===== src/rtl/guard_recovery_ctrl_pkg.sv =====
// -----------------------------------------------------------------------------
// guard_recovery_ctrl_pkg
//   Shared guard types: recovery FSM state encoding, default timeout
//   constants and the registered control-output bundle, plus the decode
//   from a state to its control-output values.
// -----------------------------------------------------------------------------
package guard_recovery_ctrl_pkg;

  localparam int unsigned DEF_RST_HOLD_CYCLES = 16;
  localparam int unsigned DEF_DRAIN_TIMEOUT   = 256;
  localparam int unsigned DEF_READY_TIMEOUT   = 256;
  localparam int unsigned DEF_CNT_WIDTH       = 10;
  localparam int unsigned DEF_EVT_WIDTH       = 8;

  typedef enum logic [2:0] {
    ST_IDLE     = 3'd0,
    ST_DRAIN    = 3'd1,
    ST_RESET    = 3'd2,
    ST_WAIT_RDY = 3'd3,
    ST_CLEAR    = 3'd4,
    ST_FAIL     = 3'd5
  } guard_state_e;

  // Control outputs of the recovery controller, held in one register.
  typedef struct packed {
    logic guard_ena;
    logic isolate;
    logic slv_rst;
    logic rst_stat;
    logic fail;
    logic busy;
  } guard_ctrl_t;

  // Control-output values that belong to a state. The FSM loads these into
  // its output register on the same edge it enters the state, so every
  // output is a flop with no input-to-output path.
  function automatic guard_ctrl_t state_outputs(input guard_state_e st);
    guard_ctrl_t o;
    // NOTE: everything defaults to 0 first, so each branch only names the
    // bits it raises and no path leaves a bit unassigned.
    o      = '0;
    o.busy = (st != ST_IDLE);
    case (st)
      ST_DRAIN:    o.isolate = 1'b1;
      ST_RESET:    begin
                     o.isolate = 1'b1;
                     o.slv_rst = 1'b1;
                   end
      ST_WAIT_RDY: o.isolate = 1'b1;
      ST_CLEAR:    begin
                     o.isolate  = 1'b1;
                     o.rst_stat = 1'b1;
                   end
      ST_FAIL:     begin
                     o.isolate = 1'b1;
                     o.slv_rst = 1'b1;
                     o.fail    = 1'b1;
                   end
      default:     o.guard_ena = 1'b1;  // ST_IDLE and unused encodings
    endcase
    return o;
  endfunction

endpackage


===== src/rtl/guard_recovery_ctrl.sv =====
// -----------------------------------------------------------------------------
// guard_recovery_ctrl
//   Recovers a subordinate after its guard requests a reset: isolate and
//   drain in-flight traffic, hold the subordinate in reset, wait for it to
//   report ready, then pulse a status clear to the guard. A subordinate that
//   never becomes ready parks the controller in a sticky FAIL state.
//
// Ports
//   clk_i            clock, all state changes on the rising edge
//   rst_i            asynchronous active-high reset
//   guard_rst_req_i  reset request from the guard (honoured in IDLE only)
//   outstanding_i    transactions still in flight at the subordinate
//   slv_rdy_i        subordinate ready after reset
//   guard_ena_o      enables guard monitoring
//   isolate_o        blocks new AW/AR acceptance at the guard boundary
//   slv_rst_o        active-high reset to the subordinate
//   rst_stat_o       one-cycle reset-clear pulse to the guard
//   fail_o           sticky recovery failure
//   busy_o           controller outside IDLE
//   evt_cnt_o        completed recoveries, saturating at all ones
// -----------------------------------------------------------------------------
module guard_recovery_ctrl
  import guard_recovery_ctrl_pkg::*;
#(
  parameter int unsigned RstHoldCycles = DEF_RST_HOLD_CYCLES,
  parameter int unsigned DrainTimeout  = DEF_DRAIN_TIMEOUT,
  parameter int unsigned ReadyTimeout  = DEF_READY_TIMEOUT,
  parameter int unsigned CntWidth      = DEF_CNT_WIDTH,
  parameter int unsigned EvtWidth      = DEF_EVT_WIDTH
) (
  input  logic                clk_i,
  input  logic                rst_i,
  input  logic                guard_rst_req_i,
  input  logic                outstanding_i,
  input  logic                slv_rdy_i,
  output logic                guard_ena_o,
  output logic                isolate_o,
  output logic                slv_rst_o,
  output logic                rst_stat_o,
  output logic                fail_o,
  output logic                busy_o,
  output logic [EvtWidth-1:0] evt_cnt_o
);

  // Terminal counts at counter width; the counter restarts at 0 on every
  // state change and stops at these values, so it can never wrap.
  localparam logic [CntWidth-1:0] DrainLast = CntWidth'(DrainTimeout - 1);
  localparam logic [CntWidth-1:0] HoldLast  = CntWidth'(RstHoldCycles - 1);
  localparam logic [CntWidth-1:0] ReadyLast = CntWidth'(ReadyTimeout - 1);

  guard_state_e        r_state;
  logic [CntWidth-1:0] r_cnt;
  logic [EvtWidth-1:0] r_evt;
  guard_ctrl_t         r_ctrl;

  // NOTE: all state in this block uses non-blocking assignments so every
  // register samples the pre-edge values of the others.
  always_ff @(posedge clk_i or posedge rst_i) begin
    if (rst_i) begin
      r_state <= ST_IDLE;
      r_cnt   <= '0;
      r_evt   <= '0;
      r_ctrl  <= state_outputs(ST_IDLE);
    end else begin
      unique case (r_state)
        ST_IDLE: begin
          if (guard_rst_req_i) begin
            r_state <= ST_DRAIN;
            r_ctrl  <= state_outputs(ST_DRAIN);
            r_cnt   <= '0;
          end
        end

        ST_DRAIN: begin
          // Drained, or gave up waiting: reset the subordinate regardless.
          if (!outstanding_i || (r_cnt == DrainLast)) begin
            r_state <= ST_RESET;
            r_ctrl  <= state_outputs(ST_RESET);
            r_cnt   <= '0;
          end else begin
            r_cnt <= r_cnt + 1'b1;
          end
        end

        ST_RESET: begin
          if (r_cnt == HoldLast) begin
            r_state <= ST_WAIT_RDY;
            r_ctrl  <= state_outputs(ST_WAIT_RDY);
            r_cnt   <= '0;
          end else begin
            r_cnt <= r_cnt + 1'b1;
          end
        end

        ST_WAIT_RDY: begin
          // Ready wins over a timeout falling in the same cycle.
          if (slv_rdy_i) begin
            r_state <= ST_CLEAR;
            r_ctrl  <= state_outputs(ST_CLEAR);
            r_cnt   <= '0;
            // Counted as the status pulse is raised.
            if (r_evt != '1) r_evt <= r_evt + 1'b1;
          end else if (r_cnt == ReadyLast) begin
            r_state <= ST_FAIL;
            r_ctrl  <= state_outputs(ST_FAIL);
            r_cnt   <= '0;
          end else begin
            r_cnt <= r_cnt + 1'b1;
          end
        end

        ST_CLEAR: begin
          r_state <= ST_IDLE;
          r_ctrl  <= state_outputs(ST_IDLE);
        end

        ST_FAIL: begin
          // Parked until rst_i.
        end

        default: begin
          r_state <= ST_IDLE;
          r_ctrl  <= state_outputs(ST_IDLE);
          r_cnt   <= '0;
        end
      endcase
    end
  end

  assign guard_ena_o = r_ctrl.guard_ena;
  assign isolate_o   = r_ctrl.isolate;
  assign slv_rst_o   = r_ctrl.slv_rst;
  assign rst_stat_o  = r_ctrl.rst_stat;
  assign fail_o      = r_ctrl.fail;
  assign busy_o      = r_ctrl.busy;
  assign evt_cnt_o   = r_evt;

endmodule

===== config.mk =====
export PLATFORM = sky130hd
export DESIGN_NAME = guard_recovery_ctrl
export DESIGN_NICKNAME = d
export VERILOG_FILES = /design/src/rtl/guard_recovery_ctrl_pkg.sv /design/src/rtl/guard_recovery_ctrl.sv
export SDC_FILE = /design/constraint.sdc
export NUM_CORES = 1
export LEC_CHECK = 0
export CAP_MARGIN = 30
export CELL_PAD_IN_SITES_DETAIL_PLACEMENT = 1
export CELL_PAD_IN_SITES_GLOBAL_PLACEMENT = 1
export CORE_MARGIN = 3
export CORE_UTILIZATION = 30
export DETAILED_ROUTE_END_ITERATION = 8
export GPL_ROUTABILITY_DRIVEN = 0
export PLACE_DENSITY_LB_ADDON = 0.12
export SYNTH_ARGS = -nofsm -noshare
export SYNTH_HDL_FRONTEND = slang
export SYNTH_SLANG_ARGS = --single-unit

===== constraint.sdc =====
create_clock -name clk_i -period 1.9 [get_ports clk_i]
set_input_delay 0.285 -clock clk_i [delete_from_list [all_inputs] [get_ports clk_i]]
set_output_delay 0.285 -clock clk_i [all_outputs]
set_load 0.03 [all_outputs]

==> reports/qor.txt <==
STA
---------------------------------------------------------------------------------
RSZ-0062 raised after global routing                                          yes
Crit share post-route                                                        1.02
Worst-case clock skew                                                  0.00486 ns
Fin crit period                                                           1.94 ns
Total negative slack for setup checks                                   -0.132 ns
Final Hold Violating Endpoints                                                  0
Maximum clock frequency                                                 0.515 GHz
Slew Viols, Final                                                               0
Setup ws final                                                         -0.0419 ns
Max-slew headroom at the worst pin                                          0.730
Number of setup violations in the final report                                  4
Measured slew at the worst slew-check pin                                0.402 ns

FINAL LAYOUT
---------------------------------------------------------------------------------
FILL cells                                                                    502
Layout Area Growth over Synthesis                                           45.0%
Antenna Diode Count                                                             0
Net count, final                                                              200
Final non-filler cell total                                                   244
Fraction of final layout cells sized beyond drive strength 1                0.307

SYNTHESIS
---------------------------------------------------------------------------------
Main area contributors after synthesis                               sky130_fd_sc_hd__dfrtp_1 45%, sky130_fd_sc_hd__o21ai_0 3.3%, sky130_fd_sc_hd__xnor2_1 3.2%
Netlist cell types                                                             47
Fraction of post-synthesis cell area in the top cell type by area           0.453
Top FF cell, synth                                                   sky130_fd_sc_hd__dfrtp_1
Share of async-settable or async-resettable flops after synthesis            1.00
Synth Net Count                                                               145
Post-Syn Instances                                                            138
Top cell type by total area after synthesis                          sky130_fd_sc_hd__dfrtp_1
#FFs+latches synth                                                             26
Sequential-to-total area share from yosys stat                              0.472
Number of synthesized flops with an enable pin                                  0
Average footprint of a synthesized cell                                10.0 sq um
Total standard cell area after synthesis                               1380 sq um
Syn. warnings                                                                   0

CLOCKING
---------------------------------------------------------------------------------
Total CTS buffers                                                               3
CTS H-tree depth                                                                1
Cell chosen for the clock root                                       sky130_fd_sc_hd__clkbuf_8
TritonCTS clock tree                                                        built
Clock tree buffer depth                                                         2
TritonCTS Sinks                                                                26
Clock slew seen by the registers of the worst setup and hold paths        0.10 ns
Source-to-sink clock delay at the later pin of the worst-skew pair        0.28 ns

GLOBAL ROUTE
---------------------------------------------------------------------------------
Initial antenna violation count                                                 0
Overall global routing resource usage                                       0.148
Pin count of the biggest net entering global routing                           27
Vias in the first global route                                               1274
First-pass GRT wire length                                                6.20 mm
Total grt overflow                                                              0

PLACE
---------------------------------------------------------------------------------
Placed Cells                                                                  235
Number of input and output port buffers inserted                               18
Dpl hpwl                                                                  2.70 mm

PWR
---------------------------------------------------------------------------------
Worst ir drop on vdd                                                       617 uV
Total power divided by cell area                                     1510 nW/um^2
Leakage power                                                            0.913 nW
Total power of the final layout                                           3.02 mW

FLOORPLAN
---------------------------------------------------------------------------------
Die boundary height                                                       73.9 um
Starting utilization of the core area                                       0.313
Area of the placeable core                                             4410 sq um
Die width                                                                 73.9 um
Io pins                                                                        19
Number of cell rows                                                            24
Die footprint                                                          5450 sq um

CRITICAL PATH
---------------------------------------------------------------------------------
Critical path data arrival time                                           2.15 ns
Peak per-stage delay on the critical path                                 0.39 ns
Req. time, crit path                                                      2.11 ns
Cell Chain, Critical Path                                            buf_4 > nor4_1 > buf_4 > a311oi_4 > buf_4 > a21oi_4 > a21boi_4 > mux2_4
Cell family with most CP delay                                       buffers and inverters
Endpoint class of the critical path                                          flop
Category of the most critical setup path                             flop to flop
Register-to-register path setup slack                                    -0.04 ns
Highest fanout seen on the critical path                                        4
Crit. path cell count                                                           8
Most numerous cell on the critical path                              sky130_fd_sc_hd__buf_4
Crit start category                                                          flop
Path depth of the worst reg2reg path                                            8
Combined buffer and inverter count along the critical path                      3
Cell with the largest stage delay on the worst path                  sky130_fd_sc_hd__dfrtp_1

DRT
---------------------------------------------------------------------------------
DR DRC count                                                                    0
Vias/cell                                                                    4.91
1st-pass router iterations                                                      4
Total number of vias                                                         1197
Routed wire length                                                        3.64 mm
Initial detailed-routing violation count                                       27
Avg WL per Cell                                                           14.9 um
Routed Antenna Nets                                                             0

OUTCOME
---------------------------------------------------------------------------------
Status                                                               finished with violations
Violations in the final reports                                      setup timing

MIN PATH
---------------------------------------------------------------------------------
Kind of path behind the tightest hold check                          input port to async pin

FLOW RUN
---------------------------------------------------------------------------------
Max Cap Violations                                                              0

-- logic make-up (layout without fill, tap and decap cells) --
| logic type | count (synthesis) | after routing | synth area share |
|---|---|---|---|
| adder cells (fa/ha/maj) | 2 | 2 | 0.0181 |
| multiplexers | 5 | 5 | 0.0380 |
| AND/OR/NAND/NOR | 54 | 54 | 0.216 |
| flip-flops | 26 | 26 | 0.472 |
| AO/OA/AOI/OAI | 31 | 31 | 0.169 |
| buffers and inverters | 13 | 67 | 0.0417 |
| XOR/XNOR | 7 | 7 | 0.0444 |
-- sequential cells by signal, indices dropped and copies added (netlist names) --
signal and cells:
fail_o 1, guard_ena_o 1, r_cnt 10, slv_rst_o 1
isolate_o 1, rst_stat_o 1, evt_cnt_o 8, r_state 3
-- final cells by class --
type	instances	area (sq um)	area share
clock buffers	3	41.3	0.0206
clock inverters	1	30.0	0.0150
inverters	8	30.0	0.0150
multi-input cells	99	719	0.359
flip-flops and latches	26	652	0.325
well taps	52	65.1	0.0325
repair buffers	55	465	0.232
-- stage by stage --
stage	hold WS [ns]	util	cell area [sq um]	worst slack, ns
floorplan	0.324	-	1400	-0.0306
global placement	0.488	0.420	1850	-0.105
detailed placement	0.497	0.420	1850	-0.0990
CTS	0.371	0.450	1990	-0.0518
global route	0.399	0.454	2000	-0.140
finish	0.356	0.454	2000	-0.0419
-- cells in the final DEF (no fill, tap or decap), types with 3 or more instances in the layout --
master / instances
sky130_fd_sc_hd__buf_4: 35
sky130_fd_sc_hd__dfrtp_1: 25
sky130_fd_sc_hd__clkdlybuf4s50_1: 18
sky130_fd_sc_hd__nor2_1: 11
sky130_fd_sc_hd__nand2_1: 11
sky130_fd_sc_hd__inv_1: 8
sky130_fd_sc_hd__nand3_1: 6
sky130_fd_sc_hd__o21ai_0: 5
sky130_fd_sc_hd__xnor2_1: 5
sky130_fd_sc_hd__nand2b_1: 4
sky130_fd_sc_hd__nand4_1: 3
sky130_fd_sc_hd__mux2i_1: 3
sky130_fd_sc_hd__o21ai_1: 3
sky130_fd_sc_hd__a21o_1: 3
sky130_fd_sc_hd__clkbuf_8: 3
-- Yosys cell counts (all sizes together) (2+ instances only) --
cell type and number:
a211o 2, nor3 3, and3 2, nand2b 4
xnor2 5, dfrtp 25, nor2 11, o21ai 10
nand4 3, inv 8, o22ai 2, nor4 4
o2bb2ai 2, nand2 11, buf 2, ha 2
and2 2, a21o 3, a31oi 2, mux2 2
or4 2, or2 2, a21oi 3, nand3 6
xor2 2, mux2i 3, clkbuf 3
-- worst register-to-register path: cells and delay by family, from the launching register on --
kind,cells,cell delay (ns)
mux,1,0.31
flops,1,0.39
simple gates,1,0.23
buf+inv,3,0.48
compound gates,3,0.47
-- metal layers --
metal / share of wire / up-vias / GRT usage
li1: - / 598 / -
met1: 0.45 / 587 / 0.189
met2: 0.52 / 10 / 0.256
met3: 0.019 / 2 / 0.0205
met4: 0.0058 / 0 / 0.0483
met5: 0 / - / 0
-- power by group --
part	internal (mW)	total [mW]	switching, mW
clock	0.282	0.478	0.196
combinational	0.873	1.70	0.824
sequential	0.696	0.843	0.147
total	1.85	3.02	1.17
-- final timing paths --
path	from	to
worst max-delay path	r_cnt[8]$_DFFE_PP0P_	guard_ena_o$_DFFE_PP1P_
worst min-delay path	rst_i	r_state[1]$_DFFE_PP0P_
worst max register to register	r_cnt[8]$_DFFE_PP0P_	guard_ena_o$_DFFE_PP1P_
worst min register to register	evt_cnt_o[7]$_DFFE_PP0P_	evt_cnt_o[7]$_DFFE_PP0P_
max in group asynchronous	rst_i	guard_ena_o$_DFFE_PP1P_
min in group clk_i	evt_cnt_o[7]$_DFFE_PP0P_	evt_cnt_o[7]$_DFFE_PP0P_
-- timing repair --
action / 4_1_cts / 5_1_grt
resized for setup: 7 / 6
setup buffers: 4 / 1
pin swaps: 7 / 4
hold endpoints to repair: 0 / 0
gates cloned: 0 / 0
setup endpoints to repair: 12 / 16
hold buffers: 0 / 0
Note: power is estimated with default switching activity, not from simulation.
